$ cat config.mk
export PLATFORM = sky130hd
export DESIGN_NAME = intr_debounce_oneshot
export DESIGN_NICKNAME = d
export VERILOG_FILES = /design/src/rtl/intr_pkg.sv /design/src/rtl/sync_chain.sv /design/src/rtl/intr_debounce_oneshot.sv
export SDC_FILE = /design/constraint.sdc
export NUM_CORES = 1
export LEC_CHECK = 0
export ABC_AREA = 0
export CORE_AREA = 2 2 51 53
export DETAILED_ROUTE_END_ITERATION = 7
export DIE_AREA = 0 0 53 55
export PLACE_DENSITY = 0.83
export SLEW_MARGIN = 40
export SYNTH_ARGS = -nofsm -noshare
export SYNTH_HDL_FRONTEND = slang
export SYNTH_HIERARCHICAL = 1
export SYNTH_SLANG_ARGS = --single-unit
$ cat constraint.sdc
create_clock -name CLK -period 2 [get_ports CLK]
set_input_delay 0.2 -clock CLK [delete_from_list [all_inputs] [get_ports CLK]]
set_output_delay 0.2 -clock CLK [all_outputs]
set_load 0.05 [all_outputs]
$ cat src/rtl/intr_pkg.sv
// Shared types and default parameters for interrupt-source conditioning blocks.
package intr_pkg;

    typedef enum logic [1:0] {
        IDLE,
        DB_PRESS,
        PRESSED,
        DB_RELEASE
    } db_state_t;

    localparam int DEFAULT_DEBOUNCE_CYCLES = 500000;
    localparam int DEFAULT_SYNC_STAGES     = 2;

endpackage

$ cat src/rtl/sync_chain.sv
// Multi-stage flop synchronizer for bringing an asynchronous level into the CLK domain.
module sync_chain #(
    parameter int STAGES = 2
) (
    input  logic CLK,
    input  logic RST,
    input  logic D,
    output logic Q
);

    logic [STAGES-1:0] sync_reg;

    always_ff @(posedge CLK) begin
        if (RST) begin
            sync_reg <= '0;
        end else begin
            sync_reg <= {sync_reg[STAGES-2:0], D};
        end
    end

    assign Q = sync_reg[STAGES-1];

endmodule

$ cat src/rtl/intr_debounce_oneshot.sv
// Debounces a raw interrupt source and emits one request pulse per accepted press.
module intr_debounce_oneshot
    import intr_pkg::*;
#(
    parameter int DEBOUNCE_CYCLES = DEFAULT_DEBOUNCE_CYCLES,
    parameter int SYNC_STAGES     = DEFAULT_SYNC_STAGES
) (
    input  logic CLK,
    input  logic RST,
    input  logic BTN_IN,
    input  logic EN,
    output logic INTR_PULSE,
    output logic LEVEL
);

    localparam int CNT_W = $clog2(DEBOUNCE_CYCLES);
    localparam logic [CNT_W-1:0] CNT_LAST = CNT_W'(DEBOUNCE_CYCLES - 1);

    if (DEBOUNCE_CYCLES < 2 || SYNC_STAGES < 2) begin : g_param_check
        $fatal(1, "intr_debounce_oneshot: DEBOUNCE_CYCLES and SYNC_STAGES must both be >= 2");
    end

    logic             s_in;
    db_state_t        state_reg;
    logic [CNT_W-1:0] cnt_reg;
    logic             pulse_reg;
    logic             level_reg;

    sync_chain #(
        .STAGES (SYNC_STAGES)
    ) u_sync (
        .CLK (CLK),
        .RST (RST),
        .D   (BTN_IN),
        .Q   (s_in)
    );

    // EN only matters on the DB_PRESS->PRESSED edge; a missed pulse is never replayed.
    always_ff @(posedge CLK) begin
        if (RST) begin
            state_reg <= IDLE;
            cnt_reg   <= '0;
            pulse_reg <= 1'b0;
            level_reg <= 1'b0;
        end else begin
            pulse_reg <= 1'b0;
            case (state_reg)
                IDLE: begin
                    if (s_in) begin
                        state_reg <= DB_PRESS;
                        cnt_reg   <= '0;
                    end
                end
                DB_PRESS: begin
                    if (!s_in) begin
                        state_reg <= IDLE;
                        cnt_reg   <= '0;
                    end else if (cnt_reg == CNT_LAST) begin
                        state_reg <= PRESSED;
                        cnt_reg   <= '0;
                        pulse_reg <= EN;
                        level_reg <= 1'b1;
                    end else begin
                        cnt_reg <= cnt_reg + CNT_W'(1);
                    end
                end
                PRESSED: begin
                    if (!s_in) begin
                        state_reg <= DB_RELEASE;
                        cnt_reg   <= '0;
                    end
                end
                DB_RELEASE: begin
                    if (s_in) begin
                        state_reg <= PRESSED;
                        cnt_reg   <= '0;
                    end else if (cnt_reg == CNT_LAST) begin
                        state_reg <= IDLE;
                        cnt_reg   <= '0;
                        level_reg <= 1'b0;
                    end else begin
                        cnt_reg <= cnt_reg + CNT_W'(1);
                    end
                end
                default: begin
                    state_reg <= IDLE;
                    cnt_reg   <= '0;
                    level_reg <= 1'b0;
                end
            endcase
        end
    end

    assign INTR_PULSE = pulse_reg;
    assign LEVEL      = level_reg;

endmodule

==> summary.txt, run 1 <==
Run status
  – Status: finished clean

Setup path
  – Delay-heaviest family, CP: simple AND/OR/NAND/NOR gates
  – Crit. End Element: register
  – CP cell instances: ha_1, nand4_1, nor2_1, nand2_1, or4_1, nand3_1
  – Slowest library cell on the worst path: dfxtp_1
  – Crit Path Max Fanout: 5
  – CP arrival: roughly 2100 ps
  – CP bufs+invs: 0
  – CP Launch Type: register
  – Setup CP Type: reg -> reg
  – Worst EP required: roughly 2300 ps
  – Slowest stage delay, CP: 410 ps

Global routing
  – Pin count of the biggest net entering global routing: 18
  – GRT overflow: 0
  – First-pass GRT wire length: 4.19 mm
  – Initial antenna violation count: 0
  – GR Util All Layers: 0.198
  – Vias in the first global route: slightly below 1k

STA
  – RSZ-0062 raised after global routing: no
  – Tmin final: 1840 ps
  – Fin. max-slew vios: 0
  – Crit share post-route: 0.921
  – Clock skew: between 1.5 and 2 ps
  – TNS Setup: 0 ps
  – Hold Fails Final Rpt: 0
  – Rel. slew slack: 0.669
  – Worst slew pin tran: 495 ps
  – # setup viols final: 0
  – Fmax: 543 MHz

Detailed routing
  – Total Wirelength: 2.50 mm
  – Detailed-route via count: around 1.1k
  – DR pass1 iterations: 4
  – DR vias/cell: 5.86
  – Iter 0 DRT Violations: 15
  – Routed len/inst: 13.6 microns
  – Residual DRC: 0
  – Routed Antenna Nets: 0

CTS
  – Worst-path clk slew: 130 ps
  – CTS tree: done
  – Root buffer cell: clkbuf_4
  – Hold buffers post-CTS: 0
  – Sink Count: 25
  – Clock Path Buffers: 2
  – Post-CTS Resized: 0
  – Worst-Skew Late Latency: roughly 320 ps
  – Post-CTS setup buffers: 0
  – H-tree depth: 1
  – Cts bufs inserted: 3

Die
  – Die Y: about 55 microns
  – Die ar.: just under 3000 sq um
  – Overall die width: 53 microns
  – Starting Density: 0.554
  – Num rows: 18
  – Core ar.: around 2400 sq um
  – Io pins: 6

Synth
  – Mean Syn Cell Area: 8.98 sq um
  – Simple-gate area share of the yosys netlist: 0.364
  – Adder-Cell Fraction of Synth Area: 0.00954
  – Post-synth EDFFs: 0
  – Post-Synth XOR/XNOR Area: 0.0525
  – Net Count, Synth: 151
  – Netlist Area Pre-Place: approximately 1300 sq um
  – #FFs+latches synth: 25
  – Compound-Gate Fraction of Synth Area: 0.138
  – Register area share after synthesis: 0.382
  – Yosys cell types: 43
  – Ys flop type: dfxtp_1
  – Fraction of registers with async set/reset: 0
  – Post-synthesis cell count: 146
  – Largest family of logic cells by synthesized area: simple AND/OR/NAND/NOR gates
  – Mux cell area share after synthesis: 0.0153
  – Yosys Warn Count: 6

Cells and area
  – Max reg flops: 19
  – Fillers: about 210
  – Layout Utilization: 0.601
  – P&R area growth vs syn: 8.30%
  – Most common cell after layout, fill and taps aside: dfxtp_1
  – Diodes inserted: 0
  – Commonest non-fill, non-tap cells in the layout: 25 x dfxtp_1, 23 x nand2_1, 15 x nand3_1
  – Layout cell share with drive strength beyond 1: 0.149
  – Nets@finish: 160

Power and ir drop
  – Peak supply drop: around 0.0005 V
  – Leak pwr: 0.471 nW
  – Power per cell area: roughly 550 nW/um^2

Worst hold path
  – HP Class: in -> reg

Placement
  – Routability Congestion: 0.868
  – Port buffer count: 5
  – Post-DP HPWL: 1.86 mm

Job
  – Max-cap violations: 0
## kinds of logic after synthesis
| kind of cell | Yosys count |
|---|---|
| AND/OR/NAND/NOR | 79 |
| AO/OA/AOI/OAI | 23 |
| buffers and inverters | 9 |
| multiplexers | 2 |
| flip-flops | 25 |
| adder cells (fa/ha/maj) | 1 |
| XOR/XNOR | 7 |
## Yosys cell counts (2+ instances only)
library cell,n,share of area
nand3_1,15,0.057
and4_1,2,0.013
nor3_1,5,0.019
a21oi_1,3,0.011
nand4_1,6,0.029
a31oi_1,3,0.014
inv_1,4,0.011
buf_6,2,0.017
or3_1,4,0.019
o311ai_2,4,0.050
o21ai_1,2,0.0076
nor2b_1,2,0.0095
xnor2_1,3,0.020
dfxtp_1,25,0.38
and3_1,3,0.014
nand2_1,23,0.066
nor2_1,5,0.014
mux2i_1,2,0.015
xor2_1,3,0.020
o21ai_0,7,0.027
## per-layer routing
| layer | vias up | part of all wire | global-route usage |
|---|---|---|---|
| met1 | 511 | 0.46 | 0.209 |
| met3 | 5 | 0.024 | 0.0430 |
| li1 | 553 | - | - |
| met2 | 10 | 0.50 | 0.363 |
| met4 | 0 | 0.017 | 0.115 |
| met5 | - | 0 | 0 |
## metrics by stage
step	std cells	instance area (sq um)	total power [mW]	setup slack [ps]	hold slack, ps
after floorplan	146	1310	0.543	365	272
after global placement	180	1390	0.559	277	425
after detailed placement	180	1390	0.560	193	444
after CTS	184	1420	0.782	156	416
after global routing	184	1420	0.811	5.54	416
final	184	1420	0.774	157	420
## area by class of cell
class / instances / area, sq um / share of cell area
Clock inverter: 1 / 5.00 / 0.00352
Tap cell: 30 / 37.5 / 0.0264
Multi-Input combinational cell: 112 / 759 / 0.535
Clock buffer: 3 / 22.5 / 0.0159
Inverter: 4 / 15.0 / 0.0106
Sequential cell: 25 / 500 / 0.352
Timing Repair Buffer: 9 / 80.1 / 0.0564
## path summary, 6_finish.rpt
path | start | to | slack, ps | cells past startpoint
setup / recovery | cnt_reg[0] | cnt_reg[18] | 160 | 6
hold / removal | BTN_IN | u_sync/sync_reg[0] | 420 | 2
setup reg to reg | cnt_reg[0] | cnt_reg[18] | 160 | 6
hold reg to reg | u_sync/sync_reg[0] | u_sync/sync_reg[1] | 460 | 1
## power breakdown
part / internal, mW / leakage [nW] / switching, mW
clock network: 0.0750 / 0.0177 / 0.151
registers: 0.502 / 0.202 / 0.00296
logic: 0.0179 / 0.251 / 0.0256
total: 0.595 / 0.471 / 0.179
No activity file was read; power rests on OpenSTA's default activity.
==> run 2, diff against run 1 <==
--- a/config.mk
+++ b/config.mk
@@ -15,3 +15,4 @@
 export SYNTH_HDL_FRONTEND = slang
 export SYNTH_HIERARCHICAL = 1
 export SYNTH_SLANG_ARGS = --single-unit
+export TNS_END_PERCENT = 30
==> results of run 2 <==
The final DEF is identical to that of run 1; final timing and power are the same.
